## config.mk

```make
export PLATFORM = sky130hd
export DESIGN_NAME = data_ram_arbiter_flat
export DESIGN_NICKNAME = d
export VERILOG_FILES = /design/src/rtl/data_ram_arbiter_pkg.sv /design/src/rtl/data_ram_arbiter_if.sv /design/src/rtl/data_ram_arbiter_fetch_starve_counter.sv /design/src/rtl/data_ram_arbiter.sv /design/src/flat_wrapper.sv
export SDC_FILE = /design/constraint.sdc
export NUM_CORES = 1
export LEC_CHECK = 0
export CAP_MARGIN = 20
export CORE_ASPECT_RATIO = 0.8
export CORE_MARGIN = 4
export CORE_UTILIZATION = 35
export CTS_CLUSTER_DIAMETER = 100
export DETAILED_ROUTE_END_ITERATION = 6
export HOLD_SLACK_MARGIN = 0.1
export PLACE_DENSITY_LB_ADDON = 0.15
export SLEW_MARGIN = 20
export SYNTH_ARGS = -nofsm -noshare
export SYNTH_HDL_FRONTEND = slang
export SYNTH_HIERARCHICAL = 1
export SYNTH_SLANG_ARGS = --single-unit
```

## constraint.sdc

```tcl
create_clock -name clk -period 6.56 [get_ports clk]
set_input_delay 0.656 -clock clk [delete_from_list [all_inputs] [get_ports clk]]
set_output_delay 0.656 -clock clk [all_outputs]
set_load 0.1 [all_outputs]
```

## src/rtl/data_ram_arbiter_pkg.sv

```systemverilog
// Shared definitions for the data RAM arbiter: state encoding, port IDs and
// the saturating increment used by the fetch starvation counter.
package data_ram_arbiter_pkg;

    localparam logic [1:0] IDLE  = 2'd0;
    localparam logic [1:0] ISSUE = 2'd1;
    localparam logic [1:0] DONE  = 2'd2;

    localparam logic PORT_FETCH = 1'b0;
    localparam logic PORT_MEM   = 1'b1;

    typedef enum logic [1:0] {
        stIdle  = IDLE,
        stIssue = ISSUE,
        stDone  = DONE
    } arbState;

    function automatic logic [3:0] satInc(input logic [3:0] value, input logic [3:0] limit);
        return (value >= limit) ? limit : value + 4'd1;
    endfunction

endpackage

```

## src/rtl/data_ram_arbiter_if.sv

```systemverilog
// Bus bundle between the requesters, the arbiter and the single-ported data RAM.
// The arbiter uses the slave view; requesters and the RAM together form the master view.
interface data_ram_arbiter_if #(
    parameter int width  = 16,
    parameter int length = 8
);
    logic              fetchReq;
    logic [length-1:0] fetchAddr;
    logic              fetchGnt;
    logic              fetchDone;
    logic [width-1:0]  fetchData;

    logic              memReq;
    logic              memWe;
    logic [length-1:0] memAddr;
    logic [width-1:0]  memWData;
    logic              memGnt;
    logic              memDone;
    logic [width-1:0]  memData;

    logic              ramWe;
    logic              ramRe;
    logic [length-1:0] ramAddr;
    logic [length-1:0] ramReadAddr;
    logic [width-1:0]  ramWData;
    logic              ramReady;
    logic [width-1:0]  ramRData;

    logic              busy;

    modport slave (
        input  fetchReq, fetchAddr,
        input  memReq, memWe, memAddr, memWData,
        input  ramReady, ramRData,
        output fetchGnt, fetchDone, fetchData,
        output memGnt, memDone, memData,
        output ramWe, ramRe, ramAddr, ramReadAddr, ramWData,
        output busy
    );

    modport master (
        output fetchReq, fetchAddr,
        output memReq, memWe, memAddr, memWData,
        output ramReady, ramRData,
        input  fetchGnt, fetchDone, fetchData,
        input  memGnt, memDone, memData,
        input  ramWe, ramRe, ramAddr, ramReadAddr, ramWData,
        input  busy
    );

endinterface

```

## src/rtl/data_ram_arbiter_fetch_starve_counter.sv

```systemverilog
// Counts IDLE cycles in which a pending fetch was refused; once it reaches the
// limit, starve flips arbitration in favour of the fetch port.
module fetch_starve_counter
    import data_ram_arbiter_pkg::*;
(
    input  logic       clk,
    input  logic       clr,
    input  logic       inc,
    input  logic       cntClr,
    input  logic [3:0] limit,
    output logic       starve,
    output logic [3:0] waitCnt
);

    always_ff @(posedge clk or negedge clr) begin
        if (!clr) begin
            waitCnt <= 4'd0;
        end else if (cntClr) begin
            waitCnt <= 4'd0;
        end else if (inc) begin
            waitCnt <= satInc(waitCnt, limit);
        end
    end

    assign starve = (waitCnt == limit);

endmodule

```

## src/rtl/data_ram_arbiter.sv

```systemverilog
// Shares the single-ported data RAM between instruction fetch (read-only) and
// load/store (read/write); load/store has priority, bounded by the starvation counter.
//
//   state   | meaning
//   --------+---------------------------------------------------------------
//   stIdle  | no access in flight; grants are combinational from the requests
//   stIssue | RAM strobe asserted from captured registers; reads wait ramReady
//   stDone  | one-cycle done pulse on the granted port, data register valid
module data_ram_arbiter
    import data_ram_arbiter_pkg::*;
#(
    parameter int width   = 16,
    parameter int length  = 8,
    parameter int maxWait = 3
) (
    input  logic               clk,
    input  logic               clr,
    data_ram_arbiter_if.slave  bus
);

    localparam logic [3:0] waitLimit = 4'(maxWait);

    arbState           state;
    arbState           nextState;

    logic              capPort;
    logic              capWe;
    logic [length-1:0] capAddr;
    logic [width-1:0]  capWData;

    logic              ramWeQ;
    logic              ramReQ;
    logic              fetchDoneQ;
    logic              memDoneQ;
    logic [width-1:0]  fetchDataQ;
    logic [width-1:0]  memDataQ;

    logic              fetchGnt;
    logic              memGnt;
    logic              accept;
    logic              starve;
    logic              waitInc;
    logic [3:0]        waitCnt;

    fetch_starve_counter uStarve (
        .clk     (clk),
        .clr     (clr),
        .inc     (waitInc),
        .cntClr  (fetchGnt),
        .limit   (waitLimit),
        .starve  (starve),
        .waitCnt (waitCnt)
    );

    // fetchGnt is only ever high in stIdle, so it doubles as the counter clear.
    assign waitInc = (state == stIdle) && bus.fetchReq && !fetchGnt;

    always_ff @(posedge clk or negedge clr) begin
        if (!clr) begin
            state <= stIdle;
        end else begin
            state <= nextState;
        end
    end

    always_comb begin
        nextState = state;
        fetchGnt  = 1'b0;
        memGnt    = 1'b0;
        accept    = 1'b0;
        case (state)
            stIdle: begin
                memGnt   = bus.memReq && !starve;
                fetchGnt = bus.fetchReq && (!bus.memReq || starve);
                accept   = memGnt || fetchGnt;
                if (accept) begin
                    nextState = stIssue;
                end
            end
            stIssue: begin
                if (capWe || bus.ramReady) begin
                    nextState = stDone;
                end
            end
            stDone: begin
                nextState = stIdle;
            end
            default: begin
                nextState = stIdle;
            end
        endcase
    end

    always_ff @(posedge clk or negedge clr) begin
        if (!clr) begin
            capPort    <= PORT_FETCH;
            capWe      <= 1'b0;
            capAddr    <= '0;
            capWData   <= '0;
            ramWeQ     <= 1'b0;
            ramReQ     <= 1'b0;
            fetchDoneQ <= 1'b0;
            memDoneQ   <= 1'b0;
            fetchDataQ <= '0;
            memDataQ   <= '0;
        end else begin
            fetchDoneQ <= 1'b0;
            memDoneQ   <= 1'b0;
            case (state)
                stIdle: begin
                    if (accept) begin
                        capPort <= memGnt ? PORT_MEM : PORT_FETCH;
                        capWe   <= memGnt && bus.memWe;
                        capAddr <= memGnt ? bus.memAddr : bus.fetchAddr;
                        if (memGnt) begin
                            capWData <= bus.memWData;
                        end
                        ramWeQ  <= memGnt && bus.memWe;
                        ramReQ  <= !(memGnt && bus.memWe);
                    end
                end
                stIssue: begin
                    // Stores belong to the load/store port only; fetch never writes.
                    if (capWe) begin
                        ramWeQ   <= 1'b0;
                        memDoneQ <= 1'b1;
                    end else if (bus.ramReady) begin
                        ramReQ <= 1'b0;
                        if (capPort == PORT_MEM) begin
                            memDataQ <= bus.ramRData;
                            memDoneQ <= 1'b1;
                        end else begin
                            fetchDataQ <= bus.ramRData;
                            fetchDoneQ <= 1'b1;
                        end
                    end
                end
                default: begin
                end
            endcase
        end
    end

    assign bus.fetchGnt    = fetchGnt;
    assign bus.memGnt      = memGnt;
    assign bus.fetchDone   = fetchDoneQ;
    assign bus.memDone     = memDoneQ;
    assign bus.fetchData   = fetchDataQ;
    assign bus.memData     = memDataQ;
    assign bus.ramWe       = ramWeQ;
    assign bus.ramRe       = ramReQ;
    assign bus.ramAddr     = capAddr;
    assign bus.ramReadAddr = capAddr;
    assign bus.ramWData    = capWData;
    assign bus.busy        = (state != stIdle);

endmodule

```

## src/flat_wrapper.sv

```systemverilog
// flat-port wrapper written by rule: the top's interface ports become plain ports
module data_ram_arbiter_flat import data_ram_arbiter_pkg::*;
#(
    parameter int width   = 16,
    parameter int length  = 8,
    parameter int maxWait = 3
)
  (clk, clr, bus_fetchReq, bus_fetchAddr, bus_memReq, bus_memWe, bus_memAddr, bus_memWData, bus_ramReady, bus_ramRData, bus_fetchGnt, bus_fetchDone, bus_fetchData, bus_memGnt, bus_memDone, bus_memData, bus_ramWe, bus_ramRe, bus_ramAddr, bus_ramReadAddr, bus_ramWData, bus_busy);
  data_ram_arbiter_if #(.width(width), .length(length)) bus_i ();
  input  logic clk;
  input  logic clr;
  input wire logic [$bits(bus_i.fetchReq)-1:0] bus_fetchReq;
  input wire logic [$bits(bus_i.fetchAddr)-1:0] bus_fetchAddr;
  input wire logic [$bits(bus_i.memReq)-1:0] bus_memReq;
  input wire logic [$bits(bus_i.memWe)-1:0] bus_memWe;
  input wire logic [$bits(bus_i.memAddr)-1:0] bus_memAddr;
  input wire logic [$bits(bus_i.memWData)-1:0] bus_memWData;
  input wire logic [$bits(bus_i.ramReady)-1:0] bus_ramReady;
  input wire logic [$bits(bus_i.ramRData)-1:0] bus_ramRData;
  output wire logic [$bits(bus_i.fetchGnt)-1:0] bus_fetchGnt;
  output wire logic [$bits(bus_i.fetchDone)-1:0] bus_fetchDone;
  output wire logic [$bits(bus_i.fetchData)-1:0] bus_fetchData;
  output wire logic [$bits(bus_i.memGnt)-1:0] bus_memGnt;
  output wire logic [$bits(bus_i.memDone)-1:0] bus_memDone;
  output wire logic [$bits(bus_i.memData)-1:0] bus_memData;
  output wire logic [$bits(bus_i.ramWe)-1:0] bus_ramWe;
  output wire logic [$bits(bus_i.ramRe)-1:0] bus_ramRe;
  output wire logic [$bits(bus_i.ramAddr)-1:0] bus_ramAddr;
  output wire logic [$bits(bus_i.ramReadAddr)-1:0] bus_ramReadAddr;
  output wire logic [$bits(bus_i.ramWData)-1:0] bus_ramWData;
  output wire logic [$bits(bus_i.busy)-1:0] bus_busy;
  assign bus_i.fetchReq = bus_fetchReq;
  assign bus_i.fetchAddr = bus_fetchAddr;
  assign bus_i.memReq = bus_memReq;
  assign bus_i.memWe = bus_memWe;
  assign bus_i.memAddr = bus_memAddr;
  assign bus_i.memWData = bus_memWData;
  assign bus_i.ramReady = bus_ramReady;
  assign bus_i.ramRData = bus_ramRData;
  assign bus_fetchGnt = bus_i.fetchGnt;
  assign bus_fetchDone = bus_i.fetchDone;
  assign bus_fetchData = bus_i.fetchData;
  assign bus_memGnt = bus_i.memGnt;
  assign bus_memDone = bus_i.memDone;
  assign bus_memData = bus_i.memData;
  assign bus_ramWe = bus_i.ramWe;
  assign bus_ramRe = bus_i.ramRe;
  assign bus_ramAddr = bus_i.ramAddr;
  assign bus_ramReadAddr = bus_i.ramReadAddr;
  assign bus_ramWData = bus_i.ramWData;
  assign bus_busy = bus_i.busy;
  data_ram_arbiter #(.width(width), .length(length), .maxWait(maxWait)) u_core (.clk(clk), .clr(clr), .bus(bus_i));
endmodule
```

[Word-level counts from Yosys, hierarchy flattened]
Cells that the tools add are included.
Word-level totals
  output and inout bits: 71
  register bits after elaboration: 68
  word-level logic and storage cells: 73
  latch bits: 0
  ROM bits: 0
  memories kept: 0
  RAM bits: 0
Operators by class
  divide/modulo/power cells: 0
  shift-type cells: 0
  add/subtract/negate cells: 1
  bitwise gates (word level): 2
  order comparisons: 1
  muxes and demuxes: 26
  equal/unequal tests: 8
  reductions and logical operators: 23
  $mul: 0
Operator list (count)
  1-bit two-way mux: 17
  4-bit two-way mux: 3
  4-bit AND reduction: 3
  8-bit two-way mux: 1
  2-bit by 1-bit != test with 1-bit output, second input constant: 3
  2-bit != test, second input constant: 3
  3-bit AND reduction: 2
  2-bit nonzero test: 3
  1-bit logical AND: 5
  4-bit by 1-bit adder with 4-bit output, second input constant: 1
  4-bit by 2-bit equality test with 1-bit output, second input constant: 1
  4-bit by 2-bit greater-or-equal comparator with 1-bit output, second input constant: 1
  1-bit zero test: 4
  2-bit two-way mux: 2
  1-bit one-hot mux with 2 select lines: 2
  2-bit one-hot mux with 2 select lines: 1
  2-bit AND reduction: 2
  1-bit logical OR: 3
  2-bit by 1-bit equality test with 1-bit output, second input constant: 1
  2-bit zero test: 1
  1-bit inverter: 2

[Longest topological paths before layout]
  depth in word-level cells: 8
  depth in mapped cells: 11
  mapped depth without buffers: 10

[Modules after synthesis]
Netlist, hierarchy kept.
By module, submodules not included
  data_ram_arbiter: cells each 181, times used 1, area each 2607.5 um2, sequential area each 1601.5 um2
  fetch_starve_counter: cells each 41, times used 1, area each 385.4 um2, sequential area each 100.1 um2

[Least setup slack after synthesis]
Ideal clock, no wire load.
  path kind: in2reg
  from: input bus_fetchReq
  to: register u_core.uStarve.waitCnt[1]
  stages on the path: 7
  arrival time: 3.211 ns
  path buffers: 1
  required time: 6.431 ns
  library setup time: 0.129 ns
  path slack: 3.221 ns
  path through: or3b_2 clkbuf_1 nor2_1 nor2b_1 nand2_1 or3_2 nand3_1
On the way
  word-level cells in the longest chain between the ends: 5
  elaborated cells between the ends (all ways): 7
  those cells by class: 2 x mux; 5 x reduce/logical
RTL lines
  start: declaration: RTL line flat_wrapper.sv:12  | input wire logic [$bits(bus_i.fetchReq)-1:0] bus_fetchReq;
  1-bit logical AND *: RTL line data_ram_arbiter.sv:74  | fetchGnt = bus.fetchReq && (!bus.memReq || starve);
  1-bit two-way mux *: RTL line data_ram_arbiter.sv:71  | case (state)
  via bus_fetchGnt: RTL line flat_wrapper.sv:20  | output wire logic [$bits(bus_i.fetchGnt)-1:0] bus_fetchGnt;
  1-bit zero test: RTL line data_ram_arbiter.sv:56  | assign waitInc = (state == stIdle) && bus.fetchReq && !fetchGnt;
  1-bit logical AND: RTL line data_ram_arbiter.sv:56
  2-bit nonzero test (no line)
  end signal: assignment: RTL line data_ram_arbiter_fetch_starve_counter.sv:21  | waitCnt <= satInc(waitCnt, limit);
  end: declaration: RTL line data_ram_arbiter_fetch_starve_counter.sv:12  | output logic [3:0] waitCnt
The timed path passes the listed nets; every way through them passes the cells marked *.
A chain may end at the register's enable or synchronous reset.

[Final worst setup path]
  from: register u_core.uStarve.waitCnt[1]
  to: output bus_memGnt
On the way
  word-level cells in the longest chain between the ends: 4
RTL lines
  4-bit by 2-bit equality test with 1-bit output: RTL line data_ram_arbiter_fetch_starve_counter.sv:25  | assign starve = (waitCnt == limit);
  via u_core.starve: RTL line data_ram_arbiter.sv:41  | logic starve;
  1-bit zero test: RTL line data_ram_arbiter.sv:73  | memGnt = bus.memReq && !starve;
  1-bit logical AND: RTL line data_ram_arbiter.sv:73
  1-bit two-way mux: RTL line data_ram_arbiter.sv:71
  end: declaration: RTL line flat_wrapper.sv:23  | output wire logic [$bits(bus_i.memGnt)-1:0] bus_memGnt;
The timed path passes the listed nets, and every way through them passes these cells.

==> flow_metrics.py <==
metrics = {
    "routing": {
        "drc": 0,
        "vias_per_cell": 4.59,
        "vias": 2119,
        "ant_nets": 0,
        "drtPass1Iterations": 4,
        "wire_per_inst_um": 15.5,
        "wirelength_um": 7150,
        "first_iter_violations": 69,
    },
    "place": {
        "io_buffer_count": 124,
        "gp_congestion": 0.776,
        "dp_hpwl_um": 5120,
    },
    "global_route": {
        "grt_max_degree": 69,
        "grt_pass1_wl_um": 11600,
        "grt_pass1_vias": 2222,
        "antenna_found_initial": 0,
        "grt_usage": 0.146,
        "grt-ovfl-total": 0,
    },
    "sta": {
        "setup_viol": 0,
        "fin_tns_setup_ns": 0,
        "tightest_slew_ns": 1.03,
        "fmax_mhz": 250,
        "relSlewSlack": 0.308,
        "hold_viol_final": 0,
        "fin_skew_ns": 0.00483,
        "period_minus_slack_ns": 4.00,
        "fin_crit_sh": 0.609,
        "rsz0062_at_grt": "no",
        "drv_slew": 0,
    },
    "synthesis": {
        "synth_edf_count": 0,
        "synth_top_cell_area_share": 0.569,
        "synth_area_um2": 2990,
        "ys_seq_area_frac": 0.569,
        "synth-seq-cells": 68,
        "ys_async_sr_fraction": 1.00,
        "ys.flop_type": "dfrtp_1",
        "synth_cell_type_count": 41,
        "post-synth-top-area-cell": "dfrtp_1",
        "ys_warn_count": 6,
        "synthCells": 222,
        "synth_area_leaders": "dfrtp_1 (57%), mux2_1 (11%), mux2_4 (4.5%)",
        "postSynthAreaPerCell_um2": 13.5,
    },
    "floorplan": {
        "core_um2": 8130,
        "die_h_um": 90.7,
        "dieArea_um2": 10100,
        "initial_core_util": 0.368,
        "die-width_um": 111,
        "rows": 29,
        "ios": 125,
    },
    "clock_tree": {
        "clkSinkCount": 68,
        "clk_latency_ns": 0.33,
        "cts_tree": "built",
        "ctsHtreeMaxLevel": 3,
        "clk_pin_slew_ns": 0.08,
        "hold_buffers": 0,
        "postCtsSetupBuffers": 0,
        "numCtsBuffers": 9,
        "clockBufferDepth": 2,
        "ctsResizeCount": 0,
        "cts_root_buf": "clkbuf_8",
    },
    "worst_setup_path": {
        "r2r_start": "u_core/uStarve/waitCnt[1]",
        "startpoint": "u_core/uStarve/waitCnt[1]",
        "startpoint_type": "flop",
        "crit_type": "flop to primary output",
        "slowest_stage": "clkdlybuf4s50_1",
        "worstPathRequired_ns": 5.90,
        "critPathBufInv": 3,
        "cp_max_fo": 28,
        "slowest_delay_ns": 1.14,
        "crit_family": "buffers and inverters",
        "path_cells": "ha_1, and4_2, or4b_1, buf_4, inv_2, clkdlybuf4s50_1",
        "end_kind": "primary output",
        "cp.arrival_ns": 3.34,
    },
    "final_layout": {
        "fillCellCount": 711,
        "nNetsFinal": 408,
        "drive_gt1_frac": 0.141,
        "num_antenna_cells": 0,
        "syn_to_final_growth_pct": 49.8,
    },
    "min_path": {
        "holdCritStartpoint": "u_core/bus.fetchData[11]",
        "worstHoldPathType": "flop to flop",
    },
    "flow_run": {
        "maxCapViolCount": 0,
    },
    "outcome": {
        "status": "finished, final reports clean",
    },
}
[synth_stat cells (all sizes together) (2+ instances only)]
cell / count
conb: 2
a21oi: 9
or2: 2
o32ai: 8
buf: 14
or3: 4
clkbuf: 2
nor2b: 2
a22o: 2
nand3: 4
dfrtp: 68
nor2: 7
mux2: 48
nand2b: 3
xnor2: 2
o211ai: 3
inv: 15
nand2: 8
ha: 5
[final cells by class]
| class | instances | area (um^2) | share of cell area |
|---|---|---|---|
| multi-input combinational | 129 | 1140 | 0.254 |
| clock buffer | 11 | 141 | 0.0315 |
| sequential | 68 | 1700 | 0.379 |
| tap | 108 | 135 | 0.0301 |
| timing repair buffer | 126 | 1250 | 0.279 |
| inverter | 15 | 56.3 | 0.0126 |
| clock inverter | 5 | 60.1 | 0.0134 |
[worst reg2reg max path: cells and delay by family, from the launching register on]
kind	cells	cell delay [ns]
simple gates	7	1.83
flops	1	0.42
buf+inv	2	0.40
fa+ha+maj	1	0.35
[sequential cells by signal, summed over array words and instances, names as in the netlist, 2 cells and up]
signal                  flops
u_core/bus.fetchData       16
u_core/bus.memData         16
u_core/bus.ramAddr          8
u_core/bus.ramWData        16
u_core/state                2
u_core/uStarve/waitCnt      4
[through the flow]
stage	instances	area, um^2	setup slack [ns]	utilization	hold slack, ns
2_1_floorplan	228	3020	3.22	-	0.360
3_3_place_gp	446	4280	2.68	0.527	0.470
3_5_place_dp	446	4280	2.65	0.527	0.474
4_1_cts	462	4480	2.53	0.552	0.492
5_1_grt	462	4480	2.44	0.552	0.503
6_report	462	4480	2.56	0.552	0.488
[cell usage in the layout, fill, tap and decap left out, types with 2 or more instances in the layout]
cell,instances
clkdlybuf4s50_1,123
ha_1,5
dfrtp_1,68
nand2b_1,2
a22o_1,2
inv_1,14
clkbuf_8,10
nand3_1,4
mux2_1,28
nand2_1,8
o211ai_1,3
xnor2_1,2
o32ai_1,8
a21oi_1,9
nor2_1,6
nor2b_1,2
conb_1,8
mux2_4,9
buf_4,2
mux2_2,11
or3_2,4
[metal layers]
metal | share of wire | up-vias | track usage
met2 | 0.46 | 82 | 0.222
met1 | 0.47 | 1013 | 0.194
met5 | 0 | - | 0
met4 | 0.0049 | 0 | 0.0304
li1 | - | 1020 | -
met3 | 0.064 | 4 | 0.0650
[kinds of logic after synthesis]
family / share of synthesized area
adders and majority gates: 0.0209
AOI/OAI and AO/OA: 0.0828
muxes: 0.192
buffers and inverters: 0.0585
DFF: 0.569
xor gates and xnor gates: 0.00585
and+or+nand+nor: 0.0690
other: 0.00251
[path summary, 6_finish.rpt]
kind	depth (start not counted)	slack, ns	endpoint
worst max register to register	10	3.49	u_core/uStarve/waitCnt[1]
worst min register to register	1	0.49	u_core/bus.fetchData[11]
worst min-delay path	1	0.49	u_core/bus.fetchData[11]
max in group asynchronous	2	5.50	u_core/bus.memDone
min in group asynchronous	2	0.51	u_core/bus.memData[7]
worst max-delay path	6	2.56	bus_memGnt
Power is not shown: default switching activity piles up to over one toggle a cycle in this logic, so the estimate is an artifact.
